===== src/rtl/rotate_right_iter.sv =====
// Iterative rotate-right unit: rotates an operand right by 0..WIDTH-1 places, one bit per clock.
// Latency: done pulses b+1 cycles after the accepted start edge; back in IDLE after b+2 edges.
// Backpressure: start is only accepted while ready=1; requests while busy are dropped, not queued.
module rotate_right_iter #(
  parameter int WIDTH = 8,
  parameter int AMT_W = 3
) (
  input  logic             clk,
  input  logic             rst_n,
  input  logic             start,
  input  logic [WIDTH-1:0] a,
  input  logic [AMT_W-1:0] b,
  output logic             ready,
  output logic             busy,
  output logic             done,
  output logic [WIDTH-1:0] out
);

  typedef enum logic [1:0] {
    IDLE   = 2'd0,
    ROTATE = 2'd1,
    DONE   = 2'd2
  } state_t;

  state_t           state;
  logic [WIDTH-1:0] data;
  logic [AMT_W-1:0] cnt;
  logic [WIDTH-1:0] data_rot;

  // One-place rotate right of the working register.
  assign data_rot = {data[0], data[WIDTH-1:1]};

  // Control FSM plus working and result registers; out is only written on entry to DONE.
  always_ff @(posedge clk or negedge rst_n) begin
    if (!rst_n) begin
      state <= IDLE;
      data  <= '0;
      cnt   <= '0;
      out   <= '0;
    end else begin
      case (state)
        IDLE: begin
          if (start) begin
            data <= a;
            cnt  <= b;
            if (b == '0) begin
              // Zero amount is the identity: publish the operand directly.
              out   <= a;
              state <= DONE;
            end else begin
              state <= ROTATE;
            end
          end
        end
        ROTATE: begin
          data <= data_rot;
          cnt  <= cnt - AMT_W'(1);
          // Last step: publish the final rotation in the same edge.
          if (cnt == AMT_W'(1)) begin
            out   <= data_rot;
            state <= DONE;
          end
        end
        DONE: begin
          state <= IDLE;
        end
        default: begin
          state <= IDLE;
        end
      endcase
    end
  end

  // Handshake outputs decoded purely from registered state.
  assign ready = (state == IDLE);
  assign busy  = (state == ROTATE) || (state == DONE);
  assign done  = (state == DONE);

endmodule


===== config.mk =====
export PLATFORM = sky130hd
export DESIGN_NAME = rotate_right_iter
export DESIGN_NICKNAME = d
export VERILOG_FILES = /design/src/rtl/rotate_right_iter.sv
export SDC_FILE = /design/constraint.sdc
export NUM_CORES = 1
export LEC_CHECK = 0
export BUFFER_PORTS_ARGS = -buffer_cell sky130_fd_sc_hd__buf_2
export CAP_MARGIN = 20
export CORE_MARGIN = 5
export CORE_UTILIZATION = 55
export DETAILED_ROUTE_END_ITERATION = 16
export GPL_TIMING_DRIVEN = 0
export PLACE_DENSITY = 0.81
export SETUP_SLACK_MARGIN = 0.15
export SYNTH_ARGS = -nofsm -noshare
export SYNTH_HDL_FRONTEND = slang
export SYNTH_SLANG_ARGS = --single-unit

===== constraint.sdc =====
create_clock -name clk -period 3.7 [get_ports clk]
set_clock_uncertainty 0.2 [all_clocks]
set_input_delay 0.37 -clock clk [delete_from_list [all_inputs] [get_ports clk]]
set_output_delay 0.37 -clock clk [all_outputs]
set_load 0.01 [all_outputs]

* Word level (Yosys, flattened, before mapping)
Cells that the tools add are included.
** Word-level totals
- Output and inout bits :: 11
- Register bits :: 21
- Logic and storage cells :: 30
** Operators by class
- Equality and inequality tests :: 6
- Multiplexer cells :: 12
- Add/subtract/negate cells :: 1
- Reduce and logical (&&, ||, !) cells :: 7
** Operators with widths (count)
- $mux W8 :: 4
- $pmux W8 S2 :: 2
- $mux W2 :: 3
- $pmux W3 S2 :: 1
- $ne A2 B2 Y1 const B :: 2
- $pmux W2 S2 :: 1
- $reduce_and A2 Y1 :: 2
- $reduce_and A4 Y1 :: 1
- $eq A3 B1 Y1 const B :: 1
- $logic_not A3 Y1 :: 1
- $mux W3 :: 1
- $sub A3 B1 Y3 const B :: 1
- $eq A2 B1 Y1 const B :: 1
- $eq A2 B2 Y1 const B :: 1
- $logic_not A2 Y1 :: 1
- $ne A2 B1 Y1 const B :: 1
- $reduce_bool A2 Y1 :: 1
- $logic_or A1 B1 Y1 :: 1

* Longest topological paths before layout
- Depth after elaboration :: 4
- Depth in mapped cells :: 7
- Mapped depth without buffers :: 5

* Worst setup path before layout
No wires, ideal clock.
- Kind :: register -> register
- Start :: register state[0]
- End :: register out[6]
- Setup slack :: 1600 ps
- Data arrival time :: 1775 ps
- Stages on the path, launching flop included :: 6
- Required time :: 3375 ps
- Clock period less this slack :: 2100 ps
- Cell sequence :: dfrtp_1 -> inv_1 -> ha_1 -> mux2i_1 -> a211oi_4 -> mux2_2
** Between the ends
- Word-level cells in the longest chain between the ends :: 3
- Elaborated cells on any way between the ends :: 8
- Those cells by class :: 4 x eq/ne; 1 x mux; 3 x reduce/logical
** RTL lines
- from (decl) :: line 25 : state_t state;
- from (signal assigned) :: line 36 : state <= IDLE;
- from (signal assigned) :: line 49 : state <= DONE;
- from (signal assigned) :: line 51 : state <= ROTATE;
- $logic_not A2 Y1 *
- net ready :: line 13 : output logic ready,
- $ne A2 B1 Y1 (no line) (tied with other cells)
- $reduce_and A4 Y1 (no line)
- to (signal assigned) :: line 60 : out <= data_rot;
- to (decl) :: line 16 : output logic [WIDTH-1:0] out
The timed path passes the listed nets; every way through them passes the cells marked *.
A chain may end at the register's enable or synchronous reset.

* Worst setup path after layout
- Start :: register state[1]
- End :: register out[6]
** Between the ends
- Word-level cells in the longest chain between the ends :: 3
- Elaborated cells on any way between the ends :: 8
- Those cells by class :: 4 x eq/ne; 1 x mux; 3 x reduce/logical
** RTL lines
- $eq A2 B1 Y1 / $logic_not A2 Y1 (equally long branches) :: line 41 : case (state)
- $ne A2 B2 Y1 (no line) (tied with other cells)
- $reduce_and A4 Y1 (no line)
Several ways; a longest one is shown, not always the timed one.

==> metrics.csv <==
metric,value,unit
Initial Util,56.25,%
Core ar.,0.001922,mm2
"Clk pin slew, worst setup/hold paths",110,ps
GRT Total Usage,16.71,%
Yosys reg bits,21,
Chip Width,54.34,um
Root Buffer,clkbuf_4,
CP Capture Type,register,
RSZ-0062 raised after global routing,false,
largest net degree at the start of global routing,22,
Finished Cell Area,0.001272,mm2
Post-Syn Area,0.001081,mm2
Critical Path RT,3700,ps
DRT Pass-1 Iters,4,
Net Switching,467.5,uW
Routed WL per cell,13.14,um
CTS tree,yes,
Die H,54.34,um
Most used DFF post-synth,dfrtp_1,
unique cell type count in the Yosys netlist,20,
Setup Buffers After CTS,0,
Worst-Margin Slew,660.3,ps
syn_nets,119,
Clock Power Share,9.4,%
HPWL Detailed,1584,um
GPL Wtd Cong,0.7019,
slew margin rel.,54.72,%
Mapped Cells,99,
share of cells above drive strength 1,31.25,%
global-route wire length before repair,3553,um
Synthesis Warnings,0,
ANT cells,0,
Max Clk Rate,0.4324,GHz
Hold Fails Final Rpt,0,
fin crit period,2313,ps
Rows,16,
routed via count,787,
setup_tns,0,ps
placed cell areas,0.001235,mm2
Sw Ratio,41.33,%
vias in the first global route,846,
crit path DAT,2310,ps
Hold Path Depth,3,
die area,0.002952,mm2
number of I/O pins,25,
Sinks on Clock Net,21,
Remaining DRCs,0,
Iter 0 DRT Violations,9,
Max Buffers Root-to-Sink,2,
WS Path Type,register to register,
Post-synth ARST share,100.0,%
antenna violations before repair,0,
Internal Power,663.7,uW
Inst Count DP,150,
area grow syn2layout,17.71,%
Nets,149,
total CTS buffers,3,
maxcap violations,0,
outcome,"finished, final reports clean",
grt ovf,0,
CP Max Fanout,8,
via-per-instance ratio,5.077,
clk_lat worst skew,300,ps
pwr dens,888.9,mW/mm2
"Setup violations, final",0,
post-synthesis sequential area ratio,48.61,%
sequential share of power,36.3,%
fin cells,155,
fin. max-slew vios,0,
R2R cell count,5,
Avg Inst Size Synth,10.92,um2
fin crit share,62.51,%
total power,1.131,mW
Port Buf Inserts,24,
hold slack,189.3,ps
worst vdd ir,551.3,uV
Post-synth EDFFs,0,
combinational share of power,54.3,%
Post-Route WL,2037,um
antenna-violating nets left,0,
Startpoint Class,register,
worst hold path type,input pin to register,
Max H-tree Level,1,
Leakage,0.6125,nW
[power by group through the flow]
stage / registers [mW] / logic, mW / clock network, mW
after global routing: 0.427 / 0.692 / 0.120
after detailed placement: 0.414 / 0.620 / 0
after global placement: 0.408 / 0.595 / 0
final: 0.411 / 0.614 / 0.106
after floorplan: 0.425 / 0.434 / 0
after CTS: 0.410 / 0.624 / 0.110
[what timing repair did]
| item | 4_1_cts | 5_1_grt |
|---|---|---|
| hold endpoints to repair | 21 | 0 |
| gates resized for setup | 0 | 0 |
| hold buffers | 1 | 0 |
[per-stage QoR]
| step | setup WS [ps] | util [%] |
|---|---|---|
| finish | 1387 | 66.21 |
| global route | 1251 | 66.21 |
| CTS | 1365 | 66.21 |
| detailed placement | 1399 | 64.26 |
| global placement | 1410 | 64.26 |
| floorplan | 1600 | - |
[cell usage after synthesis, types with 2 or more instances]
| master | number | area [um2] |
|---|---|---|
| dfrtp_1 | 21 | 525.5 |
| mux2i_1 | 15 | 150.1 |
| nor2_1 | 12 | 45.04 |
| inv_1 | 11 | 41.29 |
| a21oi_1 | 8 | 40.04 |
| ha_1 | 6 | 75.07 |
| mux2_2 | 6 | 67.56 |
| o21ai_0 | 6 | 30.03 |
| nand2_1 | 2 | 7.510 |
| nor2b_1 | 2 | 12.51 |
[per-layer routing]
layer | track usage, % | vias up | routed length, um
met1 | 21.15 | 375 | 853
li1 | - | 391 | -
met4 | 4.979 | 0 | 12
met2 | 28.69 | 19 | 1050
met3 | 3.270 | 2 | 121
met5 | 0 | - | 0
[kinds of logic (layout without fill, tap and decap cells)]
logic type	after synthesis	count (layout)	share of synthesized area, %
flops	21	21	48.61
mux	21	21	20.14
simple gates	20	20	8.796
compound gates	17	17	9.839
fa+ha+maj	6	6	6.944
buf+inv	14	43	5.670
[flip-flops by register name, summed over array words and instances (netlist names)]
name	cells
data	8
out	8
cnt	3
state	2
[worst max-delay path: stages (launching register included)]
cell and delay (ps):
dfrtp_1 410, inv_1 120, ha_1 280, mux2i_1 260
a211oi_4 550, mux2_2 400
[layout make-up]
class,count,area (um2)
Inverter,11,41.29
Tap cell,27,33.78
Clock inverter,1,5.005
Clock buffer,3,22.52
Buffer,3,20.02
Timing Repair Buffer,25,130.1
Sequential cell,21,525.5
Multi-Input combinational cell,64,494.2
Fill cell,171,649.4
[layout by cell type, fill, tap and decap left out, types with 2 or more instances in the layout]
| cell type | Yosys | final |
|---|---|---|
| mux2_2 | 6 | 6 |
| nor2_1 | 12 | 12 |
| clkbuf_4 | 0 | 3 |
| buf_2 | 1 | 25 |
| nor2b_1 | 2 | 2 |
| ha_1 | 6 | 6 |
| a21oi_1 | 8 | 8 |
| dfrtp_1 | 21 | 21 |
| inv_1 | 11 | 11 |
| nand2_1 | 2 | 2 |
| mux2i_1 | 15 | 15 |
| o21ai_0 | 6 | 6 |
[worst paths after layout]
kind	from	endpoint	slack [ps]
max	state[1]	out[6]	1390
min	a[2]	out[2]	190
max reg2reg	state[1]	out[6]	1390
min reg2reg	cnt[1]	cnt[1]	310
max in group asynchronous	rst_n	data[5]	2650
min in group asynchronous	rst_n	out[4]	330
Note: power is estimated with default switching activity, not from simulation.
